--- src/rtl/bp_be_long_scheduler.sv ---
// ---------------------------------------------------------------------------
// bp_be_long_scheduler
//
// Sequences the shared iterative long-latency unit (integer div/rem, FP
// div/sqrt) for the BE calculator. Holds at most one outstanding long op,
// drives the unit's start/result handshake and offers the op's late result
// to the register-file write port. The pipeline's own writeback owns that
// port first, so the result is held until wb_yumi_i grants it.
//
// Optional feature macro: BP_BE_LONG_SCHED_BYPASS_EN
//   defined     -> a new op can be accepted in the same cycle the pending
//                  result is granted (back-to-back ops, no IDLE bubble).
//   not defined -> a new op is accepted only from IDLE.
//
// Ports:
//   clk_i, reset_i          clock, synchronous active-high reset
//   req_v_i                 long op dispatch (legal only when long_ready_o)
//   req_rd_addr_i           destination register of the dispatched op
//   req_iwb_i, req_fwb_i    op writes integer / FP register file
//   long_ready_o            scheduler can accept req_v_i this cycle
//   unit_v_o, unit_ready_i  start handshake towards the iterative unit
//   unit_v_i, unit_data_i   single-cycle result pulse and result data
//   flush_i                 kill of an uncommitted long op
//   isd_rs{1,2,3}_addr_i    issue-stage source addresses
//   isd_irs{1,2}_v_i        issue-stage integer source valids
//   isd_frs{1,2,3}_v_i      issue-stage FP source valids
//   haz_v_o                 an issue source reads the pending long rd
//   iwb_v_o, fwb_v_o        integer / FP writeback request
//   wb_addr_o, wb_data_o    writeback address and data
//   wb_yumi_i               write port granted this cycle
//   err_o                   sticky watchdog error (unit never answered)
// ---------------------------------------------------------------------------
module bp_be_long_scheduler #(
  parameter int reg_addr_width_p = 5,
  parameter int data_width_p     = 64,
  parameter int timeout_p        = 128
) (
  input  logic                        clk_i,
  input  logic                        reset_i,

  input  logic                        req_v_i,
  input  logic [reg_addr_width_p-1:0] req_rd_addr_i,
  input  logic                        req_iwb_i,
  input  logic                        req_fwb_i,
  output logic                        long_ready_o,

  output logic                        unit_v_o,
  input  logic                        unit_ready_i,
  input  logic                        unit_v_i,
  input  logic [data_width_p-1:0]     unit_data_i,

  input  logic                        flush_i,

  input  logic [reg_addr_width_p-1:0] isd_rs1_addr_i,
  input  logic [reg_addr_width_p-1:0] isd_rs2_addr_i,
  input  logic [reg_addr_width_p-1:0] isd_rs3_addr_i,
  input  logic                        isd_irs1_v_i,
  input  logic                        isd_irs2_v_i,
  input  logic                        isd_frs1_v_i,
  input  logic                        isd_frs2_v_i,
  input  logic                        isd_frs3_v_i,
  output logic                        haz_v_o,

  output logic                        iwb_v_o,
  output logic                        fwb_v_o,
  output logic [reg_addr_width_p-1:0] wb_addr_o,
  output logic [data_width_p-1:0]     wb_data_o,
  input  logic                        wb_yumi_i,

  output logic                        err_o
);

  localparam int WDOG_W = $clog2(timeout_p + 1);
  localparam logic [WDOG_W-1:0] WDOG_MAX = WDOG_W'(timeout_p);

  typedef enum logic [2:0] {
    S_IDLE  = 3'd0,
    S_ISSUE = 3'd1,
    S_BUSY  = 3'd2,
    S_DRAIN = 3'd3,
    S_WB    = 3'd4
  } state_e;

  state_e                      state_r, state_n;
  logic [reg_addr_width_p-1:0] rd_r;
  logic                        iwb_r, fwb_r;
  logic [data_width_p-1:0]     data_r;
  logic [WDOG_W-1:0]           wdog_r, wdog_n;
  logic                        err_r;

  logic                        req_accept;
  logic                        capture;
  logic                        pending;
  logic                        int_haz, fp_haz;
  logic                        rd_nonzero;

  // -------------------------------------------------------------------------
  // Next-state and acceptance logic
  // -------------------------------------------------------------------------
  always_comb begin
    state_n      = state_r;
    long_ready_o = (state_r == S_IDLE);
`ifdef BP_BE_LONG_SCHED_BYPASS_EN
    // The granted result leaves this cycle, so the op slot is free again.
    long_ready_o = long_ready_o | ((state_r == S_WB) & wb_yumi_i);
`endif
    req_accept = req_v_i & long_ready_o;

    unique case (state_r)
      S_IDLE: begin
        if (req_accept) state_n = S_ISSUE;
      end
      S_ISSUE: begin
        // Once the unit has taken the start, a flush must still wait for
        // its result pulse so it cannot be mistaken for a later op's.
        if (unit_ready_i)  state_n = flush_i ? S_DRAIN : S_BUSY;
        else if (flush_i)  state_n = S_IDLE;
      end
      S_BUSY: begin
        if (unit_v_i)      state_n = flush_i ? S_IDLE : S_WB;
        else if (flush_i)  state_n = S_DRAIN;
      end
      S_DRAIN: begin
        if (unit_v_i) state_n = S_IDLE;
      end
      S_WB: begin
        // The result is committed here, so flush_i has no effect.
        if (wb_yumi_i) state_n = req_accept ? S_ISSUE : S_IDLE;
      end
      default: state_n = S_IDLE;
    endcase
  end

  assign capture = (state_r == S_BUSY) & unit_v_i & ~flush_i;

  // Watchdog: restarts when the unit accepts the start, counts only while
  // BUSY and saturates so the error condition stays evaluable.
  always_comb begin
    wdog_n = wdog_r;
    if ((state_r == S_ISSUE) & unit_ready_i) begin
      wdog_n = '0;
    end else if ((state_r == S_BUSY) & (wdog_r != WDOG_MAX)) begin
      wdog_n = wdog_r + WDOG_W'(1);
    end
  end

  // -------------------------------------------------------------------------
  // State, op and result registers
  // -------------------------------------------------------------------------
  always_ff @(posedge clk_i) begin
    if (reset_i) begin
      state_r <= S_IDLE;
      rd_r    <= '0;
      iwb_r   <= 1'b0;
      fwb_r   <= 1'b0;
      data_r  <= '0;
      wdog_r  <= '0;
      err_r   <= 1'b0;
    end else begin
      state_r <= state_n;
      wdog_r  <= wdog_n;
      if (req_accept) begin
        rd_r  <= req_rd_addr_i;
        iwb_r <= req_iwb_i;
        fwb_r <= req_fwb_i;
      end
      if (capture) begin
        data_r <= unit_data_i;
      end
      if ((state_r == S_BUSY) & (wdog_n == WDOG_MAX)) begin
        err_r <= 1'b1;
      end
    end
  end

  // -------------------------------------------------------------------------
  // Unit handshake, writeback and hazard outputs
  // -------------------------------------------------------------------------
  assign unit_v_o  = (state_r == S_ISSUE);
  assign iwb_v_o   = (state_r == S_WB) & iwb_r;
  assign fwb_v_o   = (state_r == S_WB) & fwb_r;
  assign wb_addr_o = rd_r;
  assign wb_data_o = data_r;
  assign err_o     = err_r;

  // A flushed op in DRAIN will never write, so it creates no hazard.
  assign pending    = (state_r == S_ISSUE) | (state_r == S_BUSY) | (state_r == S_WB);
  assign rd_nonzero = (rd_r != '0);

  // x0 is hardwired in the integer file, so reading it never depends on
  // the long op; FP f0 is an ordinary register.
  assign int_haz = iwb_r & rd_nonzero
                 & ((isd_irs1_v_i & (isd_rs1_addr_i == rd_r))
                  | (isd_irs2_v_i & (isd_rs2_addr_i == rd_r)));

  assign fp_haz  = fwb_r
                 & ((isd_frs1_v_i & (isd_rs1_addr_i == rd_r))
                  | (isd_frs2_v_i & (isd_rs2_addr_i == rd_r))
                  | (isd_frs3_v_i & (isd_rs3_addr_i == rd_r)));

  assign haz_v_o = pending & (int_haz | fp_haz);

endmodule

--- config.mk ---
export PLATFORM = sky130hd
export DESIGN_NAME = bp_be_long_scheduler
export DESIGN_NICKNAME = d
export VERILOG_FILES = /design/src/rtl/bp_be_long_scheduler.sv
export SDC_FILE = /design/constraint.sdc
export NUM_CORES = 1
export LEC_CHECK = 0
export ABC_AREA = 1
export BUFFER_PORTS_ARGS = -buffer_cell sky130_fd_sc_hd__buf_2
export CAP_MARGIN = 15
export CELL_PAD_IN_SITES_DETAIL_PLACEMENT = 1
export CELL_PAD_IN_SITES_GLOBAL_PLACEMENT = 1
export CORE_ASPECT_RATIO = 1.2
export CORE_MARGIN = 3
export CORE_UTILIZATION = 28
export DETAILED_ROUTE_END_ITERATION = 12
export PLACE_DENSITY_LB_ADDON = 0.25
export SLEW_MARGIN = 20
export SYNTH_ARGS = -nofsm -noshare
export SYNTH_HDL_FRONTEND = slang
export SYNTH_SLANG_ARGS = --single-unit
--- constraint.sdc ---
create_clock -name clk_i -period 1.73 [get_ports clk_i]
set_clock_uncertainty 0.2 [all_clocks]
set_input_delay 0.346 -clock clk_i [delete_from_list [all_inputs] [get_ports clk_i]]
set_output_delay 0.346 -clock clk_i [all_outputs]
set_load 0.01 [all_outputs]
After elaboration in Yosys (flattened, before gate mapping)
Index checks and enable logic that the tools add are counted.

Flip-flop bits (word level): 83. Input bits: 98. Output and inout port bits: 75. Word-level logic and storage cells: 62.

Reduce and logical (&&, ||, !) cells: 3. Bitwise gates (word level): 24. Eq/ne operators: 14. Multiplexer cells: 13. Add/sub/neg operators: 1.

Operators with widths (count): $mux 3 (8); $and 1x1->1 (17); $mux 8 (2); $eq 5x5->1 (3); $pmux 3 s5 (1); $add 8x1->8 const B (1); $eq 8x8->1 const B (1); $ne 8x8->1 const B (1); $eq 3x2->1 const B (2); $or 1x1->1 (6); $reduce_and 5->1 (1); $reduce_bool 5->1 (1); $ne 2x2->1 const B (2); $eq 3x1->1 const B (1); $eq 3x3->1 const B (1); $logic_not 3->1 (1); $ne 3x1->1 const B (1); $ne 3x3->1 const B (1); $mux 1 (2); $ne 2x1->1 const B (1); $not 1->1 (1).

Depth between registers and ports, before layout
Gate-level depths: netlist (run 1).

Depth in word-level cells: 7. Mapped depth: 13. Depth with buffers taken out: 13.

Worst setup path after synthesis (run 1)
No wires, ideal clock.

Path kind: flip-flop to output port. Start: register rd_r[1], in the netlist wb_addr_o[1]. End: output port haz_v_o. Buffers on the path: 0. Slack: -0.139 ns. Required time: 1.184 ns. Arrival: 1.323 ns. Stages on the path, launching flop included: 9. Path through: dfxtp_1 -> or2_2 -> a21oi_1 -> nand2_1 -> nor2_1 -> nand2_1 -> nand2_1 -> o211ai_1 -> a21oi_1.

Word-level cells in the longest chain between the ends: 7. Elaborated cells on any way between the ends: 17. Classes of those cells: eq/ne: 3; bitwise: 13; reduce/logical: 1.

Ends and longest elaborated chain: start, declared (RTL line 85) `logic [reg_addr_width_p-1:0] rd_r;`; start signal, assigned (RTL line 163) `rd_r <= req_rd_addr_i;`; $eq 5x5->1 (on tied branches); $and 1x1->1 (on tied branches) (RTL line 197, 198); $or 1x1->1 (RTL line 198) `| (isd_frs2_v_i & (isd_rs2_addr_i == rd_r))`; $or 1x1->1 (RTL line 199) `| (isd_frs3_v_i & (isd_rs3_addr_i == rd_r)));`; $and 1x1->1 (RTL line 197) `& ((isd_frs1_v_i & (isd_rs1_addr_i == rd_r))`; $or 1x1->1 (*) (RTL line 201) `assign haz_v_o = pending & (int_haz | fp_haz);`; $and 1x1->1 (*) (RTL line 201); end, declared (RTL line 62) `output logic haz_v_o,`.

Every way passes the cells marked *; elsewhere a longest branch is shown, timed or not.

Worst setup path in the final report (run 1)
Same ends and word-level chain as after synthesis.

==> results of run 1 <==
## logic make-up (layout without fill, tap and decap cells)
group	after synthesis	after routing	synth area share (%)
buf+inv	55	297	7.42
compound gates	89	89	12.9
xor+xnor	11	11	2.72
fa+ha+maj	2	2	0.707
flops	83	83	46.9
simple gates	256	256	29.3
## cell usage after synthesis, types with 3 or more instances
cell      number
inv_1         28
buf_6          6
o21ai_0       23
buf_2          8
nand2_1       58
nand3_1       22
dfxtp_1       83
nand4_1        4
a21oi_1       12
nor2_1       163
o21ai_1       50
clkbuf_1       9
xor2_1         9
inv_2          3
## worst max-delay path: stages, from the launching register on
cell	delay [ns]
dfxtp_4	0.34
or2_4	0.22
a21oi_2	0.14
nand2_1	0.07
nor2_2	0.11
nand2_1	0.06
nand2_1	0.05
o211ai_1	0.09
a21oi_2	0.12
buf_2	0.13
## metal layers
layer | track usage, % | up-vias | part of all wire (%)
met5 | 0 | - | 0.045
met4 | 8.02 | 2 | 2.6
met3 | 5.58 | 30 | 5.8
met2 | 41.3 | 140 | 56
met1 | 22.3 | 2083 | 36
li1 | - | 2069 | -
## report_power, final
group / internal, µW / total [µW] / switching, µW
Sequential: 2180 / 2390 / 212
Combinational: 1520 / 3110 / 1590
Clock: 1350 / 2180 / 826
## stage by stage
stage          TNS (ns)  power, µW  worst slack (ns)  cells
6_report          -3.67       7670            -0.496    899
5_1_grt          -10.17       8070            -0.606    899
4_1_cts           -7.43       7280            -0.538    898
3_5_place_dp      -1.32       4200            -0.355    843
3_3_place_gp     -0.452       4140            -0.321    843
2_1_floorplan   -0.0580       3340           -0.0580    496
## state kept, by name, indices dropped and copies added (netlist names)
name / flops
wb_data_o: 64
fwb_r: 1
err_o: 1
state_r: 3
wdog_r: 8
wb_addr_o: 5
iwb_r: 1
## how the worst max path moves through the flow
stage	from	depth (start not counted)	endpoint
after detailed placement	isd_rs1_addr_i[1]	10	haz_v_o
after global routing	wb_addr_o[0]	9	haz_v_o
after global placement	isd_rs1_addr_i[1]	10	haz_v_o
final	wb_addr_o[1]	9	haz_v_o
after floorplan	wb_addr_o[1]	8	haz_v_o
after CTS	wb_addr_o[1]	9	haz_v_o
## cell type report
cell class	count	area share, %
inverters	31	2.03
well taps	161	2.99
flip-flops and latches	83	25.0
multi-input cells	358	35.8
clock buffers	11	3.75
clock inverters	5	1.25
repair buffers	250	29.2
## what timing repair did
item                                    CTS  global route
setup buffers                            25             9
pin swaps                                47            40
endpoints found under the setup margin   64            84
gates resized for setup                 175           123
cloned                                   14             1
==> metrics.txt, run 1 <==
Nets=833; Ports=173; ant diodes=0; #FFs+latches synth=83; first-pass GRT wire length=23.5 mm; status=finished, violations left; Site Rows=44; DR iter-0 viols=127; Critical Path End Type=output port; Reg2Reg Setup Slack=-0.24 ns; Max VDD drop=0.507 mV; fraction of registers with async set/reset=0%; drt wl/cell=17.4 µm; layout cell share with drive strength beyond 1=58.7%; post-cts hold buffer count=0; worst hold endpoint=wb_data_o[61]; Reg2Reg Depth=14; H-tree depth=3; Clk pin slew, worst setup/hold paths=0.07 ns; top_reg_cell synth=dfxtp_1; DIE AREA=14000 µm²; PD cells=1140 nW/µm²; Synth area leader=dfxtp_1; core footprint=12200 µm²; P&R area growth vs syn=90.2%; Post-Synthesis Cells=496; drt total wl=15.7 mm; CTS buffer count=9; Die Span Y=129 µm; required time of the critical path=1.18 ns; Reg area=1680 µm²; failing checks=setup timing; R2R Path Start=state_r[0]; Static Leak=0.00314 µW; vias in the first global route=4696; number of synthesized flops with an enable pin=0; largest net degree at the start of global routing=33; synth top area cells=dfxtp_1 47%, nor2_1 17%, o21ai_1 7.1%, nand2_1 6.2%, o21ai_0 3.3%; Initial Util=29.0%; Mapped Nets=596; minimum clock period=2.23 ns; routed vias/inst=4.81; IO Port Bufs=172; grt total ovfl=0; most common cell after layout, fill and taps aside=buf_2; R2R Path End=err_o; fillcell total=1470; DRT antenna net count=0; final core utilization=55.1%; # DRC=0; worst setup margin=-0.496 ns; hold slack=0.0277 ns; Final Hold Vio Count=0; Pins Over Slew Limit=0; crit share post-route=129%; vias=4324; Max Cap Viol=0; CP arrival=1.68 ns; CTS Root Cell=clkbuf_16; CTS tree=built; final setup violation count=51; Tot GR Track Use=21.6%; min-delay worst type=input port to flip-flop; most frequent cells in the layout=170 x buf_2, 78 x nor2_1, 73 x dfxtp_1; Hold Path Stages=3; later-pin clock latency in the skew report=0.33 ns; clock sink count=83; gpl congestion=0.769; worst slew pin tran=0.282 ns; worst rel slew slack=81.1%; Max Freq=0.449 GHz; startpoint types=flip-flop; maximum fanout along the worst path=2; min-delay src=unit_data_i[61]; Detailed Place HPWL=9.22 mm; post-synth cell types=27; Mapped Area=3540 µm²; design area=6730 µm²; maximum buffer depth of the clock tree=2; RSZ-0062 raised after global routing=yes; sequential fraction of the synthesis area=46.9%; Worst Setup Path Type=flip-flop to output port; die width=109 µm; top cell type's share of synthesized area=46.9%; Avg Inst Size Synth=7.14 µm²; TritonRoute pass-1 iters=4; yosys warns=0; area occupied by multi-input gates=2410 µm²; antenna violations before repair=1; DP Area=4830 µm²
Note: power is estimated with default switching activity, not from simulation.
==> run 2: changes to the inputs <==
--- a/config.mk
+++ b/config.mk
@@ -12,7 +12,7 @@
 export CELL_PAD_IN_SITES_GLOBAL_PLACEMENT = 1
 export CORE_ASPECT_RATIO = 1.2
 export CORE_MARGIN = 3
-export CORE_UTILIZATION = 28
+export CORE_UTILIZATION = 33
 export DETAILED_ROUTE_END_ITERATION = 12
 export PLACE_DENSITY_LB_ADDON = 0.25
 export SLEW_MARGIN = 20
==> constraint.sdc (replaced) <==
create_clock -name clk_i -period 2.6 [get_ports clk_i]
set_clock_uncertainty 0.2 [all_clocks]
set_input_delay 0.52 -clock clk_i [delete_from_list [all_inputs] [get_ports clk_i]]
set_output_delay 0.52 -clock clk_i [all_outputs]
set_load 0.01 [all_outputs]
==> run 2 against run 1 <==
The flow now finishes without violations. Final area fell by 29%. Clock power down 41%. Utilization decreased by 8.4 points. Critical path depth unchanged. Combinational power is 68% lower. Total power down 50%. Global-route usage fell by 2.6 points. Non-clock buffer count is 74 lower. First-iteration DRC count decreased by 51%. Critical path type unchanged. Critical endpoint unchanged.
==> metrics.txt, run 2 (same netlist as run 1, synthesis figures left out) <==
status=finished clean; min-delay src=unit_data_i[45]; Tot GR Track Use=19.0% (-2.6 points); clock sink count=83 (unchanged); Reg area=1670 µm² (-0.97%); vias in the first global route=3873 (-18%); Max Cap Viol=0 (unchanged); Final Power=3850 µW (-50%); grt total ovfl=0 (unchanged); TritonRoute pass-1 iters=5 (+1); worst hold endpoint=wb_data_o[45]; CTS tree=built; most common cell after layout, fill and taps aside=buf_2; RSZ-0062 raised after global routing=no; CP arrival=1.78 ns (+0.10 ns); Crit path largest cell delay=0.34 ns (about the same); most frequent cells in the layout=172 x buf_2, 162 x nor2_1, 80 x dfxtp_1; ant diodes=0 (unchanged); Initial Util=34.5% (+5.5 points); later-pin clock latency in the skew report=0.33 ns (about the same); area occupied by multi-input gates=1620 µm² (-33%); worst rel slew slack=53.4% (-28 points); H-tree depth=3 (unchanged); IO Port Bufs=172 (unchanged); Critical Path End Type=output port; P&R area growth vs syn=35.2%; design area=4790 µm² (-29%); Hold Path Stages=3 (unchanged); DRT antenna net count=0 (unchanged); Ports=173 (unchanged); pre-CTS setup slack=0.0610 ns (+0.416 ns); largest net degree at the start of global routing=72 (+120%); first-pass GRT wire length=18.5 mm (-21%); Die Span Y=119 µm (-7.5%); Max Freq=0.399 GHz; Detailed Place HPWL=8.26 mm (-10%); startpoint types=flip-flop; Setup TNS=0 ns (+3.67 ns); # DRC=0 (unchanged); maximum buffer depth of the clock tree=2 (unchanged); Reg2Reg Depth=8 (-6); core footprint=10300 µm² (-16%); met3 usage=6.27% (+0.69 points); R2R Path Start=state_r[0]; Clk pin slew, worst setup/hold paths=0.06 ns (about the same); antenna violations before repair=0 (-1); Critical-path top delay cell=dfxtp_4; crit share post-route=96.3%; worst slew pin tran=0.700 ns (+0.417 ns); Static Leak=0.00256 µW (-18%); DP Area=4460 µm² (-7.7%); layout cell share with drive strength beyond 1=31.2% (-27 points); die width=101 µm (-7.5%); Worst Setup Path Type=flip-flop to output port; vias=3790 (-12%); CTS Root Cell=clkbuf_16; Max VDD drop=0.409 mV (-19%); CTS buffer count=9 (unchanged); maximum fanout along the worst path=3 (+1); Pins Over Slew Limit=0 (unchanged); final core utilization=46.6% (-8.4 points); grt met1 use=22.3% (+0.036 points); min-delay worst type=input port to flip-flop; minimum clock period=2.50 ns; DIE AREA=12000 µm² (-14%); gpl congestion=0.813 (+5.8%); final setup violation count=0 (-100%); R2R Path End=wb_data_o[9]; most used cell, CP=nand2_1; met2 Usage GRT=32.5% (-8.8 points); DR iter-0 viols=62 (-51%); GRT Max-Usage Layer=met2; Nets=759 (-8.9%); Final Hold Vio Count=0 (unchanged); fillcell total=1362 (-7.3%); max reg flops=64 (unchanged); drt wl/cell=14.4 µm (-18%); Reg2Reg Setup Slack=0.40 ns (+0.64 ns); routed vias/inst=4.80 (-0.26%); PD cells=804 nW/µm² (-29%); required time of the critical path=1.88 ns (+0.70 ns); drt total wl=11.3 mm (-28%); worst setup margin=0.0953 ns (+0.591 ns); Critical Path, Cell by Cell=or2_4 -> a21oi_2 -> nand2_1 -> nor2_2 -> nand2_1 -> nand2_1 -> o211ai_1 -> a21oi_1 -> buf_2; Site Rows=40 (-9.1%)
[run 2: changes by cell type in the layout (fill, tap and decap cells not counted), sizes merged]
cell / previous run / this run
bufinv: 2 / 1
buf: 249 / 176
clkinvlp: 2 / 1
clkbuf: 12 / 10
clkinv: 0 / 5
inv: 32 / 30
[run 2: timing repair]
item	CTS	global route
buffers inserted	0	1
setup endpoints to repair	1	1
resized for setup	3	5
hold buffers	0	0
pin swaps	1	5
[run 2: power by group]
| group | switching, µW | internal [µW] |
|---|---|---|
| registers | 118 | 1440 |
| logic | 621 | 379 |
| clock network | 519 | 770 |
| total | 1260 | 2590 |
[run 2: routing by layer]
layer | vias up | wire length (µm)
met1 | 1759 | 4690
met5 | - | 0
met4 | 0 | 147
met2 | 116 | 5650
met3 | 10 | 849
li1 | 1905 | -
[run 2: worst max path at each step]
stage / startpoint / end / slack, ns / cells past startpoint
3_3_place_gp: isd_rs1_addr_i[1] / haz_v_o / 0.18 / 10
4_1_cts: wb_addr_o[1] / haz_v_o / 0.003 / 9
2_1_floorplan: isd_rs1_addr_i[1] / haz_v_o / 0.43 / 8
6_report: wb_addr_o[1] / haz_v_o / 0.1 / 9
5_1_grt: wb_addr_o[1] / haz_v_o / 0.01 / 9
3_5_place_dp: isd_rs1_addr_i[1] / haz_v_o / 0.06 / 10
[run 2: final cells by class]
cell class	instances	area share, %
sequential	83	34.8
multi-input combinational	358	33.9
timing repair buffer	176	19.1
clock buffer	10	4.99
tap	126	3.29
inverter	31	2.43
clock inverter	6	1.36
[run 2: critical path, delay by kind of cell (launching register included)]
kind	cells	cell delay [ns]
buffers and inverters	1	0.16
DFF	1	0.34
AOI/OAI and AO/OA	3	0.41
and+or+nand+nor	5	0.53
[run 2: through the flow]
step	hold WS, ns	cells
finish	0.205	790
global route	0.201	790
CTS	0.194	789
detailed placement	0.246	773
global placement	0.236	773
floorplan	0.244	496
==> run 3: changes to the inputs <==
--- a/config.mk
+++ b/config.mk
@@ -15,6 +15,7 @@
 export CORE_UTILIZATION = 33
 export DETAILED_ROUTE_END_ITERATION = 12
 export PLACE_DENSITY_LB_ADDON = 0.25
+export REMOVE_ABC_BUFFERS = 1
 export SLEW_MARGIN = 20
 export SYNTH_ARGS = -nofsm -noshare
 export SYNTH_HDL_FRONTEND = slang
==> run 3 against run 2 <==
Sequential power barely moved. Final area rose by 0.68%. Routed wire length rose by 3.0%. Clock-buffer cell count did not move. Sequential share of layout area fell by 0.24 points. Critical path depth did not move. Combinational power barely moved. Critical path type unchanged.
==> metrics.txt, run 3 (same netlist as run 1, synthesis figures left out) <==
drt total wl=11.7 mm (+3.0%); ant diodes=0 (unchanged); DRT antenna net count=0 (unchanged); IO Port Bufs=172 (unchanged); Worst Setup Path Type=flip-flop to output port; maximum fanout along the worst path=5 (+2); P&R area growth vs syn=36.1%; Static Leak=0.00257 µW (+0.56%); # DRC=0 (unchanged); most common cell after layout, fill and taps aside=buf_2; R2R Path Start=state_r[0]; Pins Over Slew Limit=0 (unchanged); CP arrival=1.76 ns (-0.02 ns); Post-Layout Cell Count=789 (-0.13%); status=finished clean; min-delay src=unit_data_i[55]; antenna violations before repair=1 (+1); Tot GR Track Use=19.0% (about the same); TritonRoute pass-1 iters=4 (-1); maximum buffer depth of the clock tree=2 (unchanged); routed vias/inst=4.83 (+0.71%); Max Cap Viol=0 (unchanged); WP buf/inv=1 (unchanged); later-pin clock latency in the skew report=0.34 ns (about the same); max reg flops=64 (unchanged); Final Hold Vio Count=0 (unchanged); final setup violation count=0 (unchanged); most frequent cells in the layout=172 x buf_2, 162 x nor2_1, 80 x dfxtp_1; die width=101 µm (unchanged); min-delay worst type=input port to flip-flop; Setup TNS=0 ns (unchanged); vias=3812 (+0.58%); DIE AREA=12000 µm² (unchanged); most used cell, CP=nand2_1; design area=4820 µm² (+0.68%); startpoint types=flip-flop; Ports=173 (unchanged); Clk pin slew, worst setup/hold paths=0.06 ns (about the same); worst slew pin tran=0.709 ns (+0.00907 ns); drt wl/cell=14.8 µm (+3.2%); required time of the critical path=1.88 ns (about the same); fillcell total=1361 (-0.073%); Max VDD drop=0.319 mV (-22%); Critical Path End Type=output port; Crit path max-delay family=simple AND/OR/NAND/NOR gates; Die Span Y=119 µm (unchanged); worst setup margin=0.115 ns (+0.0201 ns); H-tree depth=3 (unchanged); Crit path largest cell delay=0.35 ns (about the same); first-pass GRT wire length=18.4 mm (-0.63%); CTS tree=built; Nets=758 (-0.13%); minimum clock period=2.48 ns (-0.0201 ns); CTS Root Cell=clkbuf_16; gpl congestion=0.809 (-0.42%); Critical Path Start=wb_addr_o[1]; pre-CTS setup slack=0.148 ns (+0.0867 ns); crit share post-route=95.6% (-0.77 points); Max Freq=0.402 GHz (+0.81%); core footprint=10300 µm² (unchanged); clock sink count=83 (unchanged); vias in the first global route=3920 (+1.2%); DP Area=4440 µm² (-0.45%); grt total ovfl=0 (unchanged); Critical Path, Cell by Cell=or2_4 -> a21oi_2 -> nand2_1 -> nor2_2 -> nand2_1 -> nand2_1 -> o211ai_1 -> a21oi_2 -> buf_2; Initial Util=34.5% (unchanged); worst rel slew slack=52.8% (-0.60 points); largest net degree at the start of global routing=70 (-2.8%); CTS buffer count=9 (unchanged); hold slack=0.205 ns (-0.000580 ns); Critical-path top delay cell=dfxtp_4; Post-Place Cells=772 (-0.13%); DR iter-0 viols=92 (+48%); Site Rows=40 (unchanged); PD cells=844 nW/µm² (+4.9%); Detailed Place HPWL=8.38 mm (+1.4%); layout cell share with drive strength beyond 1=31.2% (+0.047 points)
-- run 3: changes by cell type in the layout (fill, tap and decap cells not counted), sizes merged --
cell    before  now
clkinv       5    1
bufinv       1    3
inv         30   32
buf        176  175
-- run 3: worst register-to-register path: stages, from the launching register on --
cell and delay, ns:
dfxtp_1 0.30, inv_2 0.09, nand2_1 0.09, nor2_4 0.25, inv_2 0.11, nor3_4 0.18
buf_4 0.60, o21ai_0 0.25, nor2_1 0.11
-- run 3: where the power goes --
part	internal, µW	switching (µW)	total, µW	leakage, µW
clock	967	528	1490	0.000169
combinational	375	633	1010	0.00173
sequential	1440	121	1560	0.000674
total	2780	1280	4070	0.00257
-- run 3: area by class of cell --
type / count / area, µm² / area share [%]
Tap cell: 126 / 158 / 3.27
Sequential cell: 83 / 1670 / 34.6
Multi-Input combinational cell: 358 / 1630 / 33.8
Clock inverter: 6 / 111 / 2.31
Timing Repair Buffer: 175 / 896 / 18.6
Clock buffer: 10 / 239 / 4.96
Inverter: 31 / 119 / 2.47
-- run 3: routing by layer --
| layer | part of all wire, % | wire [µm] | vias up | GRT usage (%) |
|---|---|---|---|---|
| met4 | 2.5 | 294 | 2 | 7.92 |
| met5 | 0.11 | 13 | - | 0 |
| met1 | 39 | 4600 | 1758 | 21.4 |
| li1 | - | - | 1901 | - |
| met2 | 49 | 5680 | 129 | 31.3 |
| met3 | 9.4 | 1100 | 22 | 8.03 |
-- run 3: worst paths after layout --
check	to	slack (ns)	cells after the start
max	haz_v_o	0.12	9
min	wb_data_o[55]	0.20	3
max reg2reg	wb_data_o[7]	0.34	8
min reg2reg	err_o	0.25	2
-- run 3: what timing repair did --
item	CTS	global route
hold buffers	0	0
resized for setup	0	9
buffers inserted	0	1
endpoints found under the setup margin	0	65
-- run 3: per-stage QoR --
| stage | utilization [%] | power [µW] |
|---|---|---|
| after detailed placement | 43.3 | 2580 |
| after CTS | 46.7 | 4100 |
| final | 47.0 | 4070 |
| after floorplan | - | 2160 |
| after global routing | 47.0 | 4300 |
| after global placement | 43.3 | 2540 |
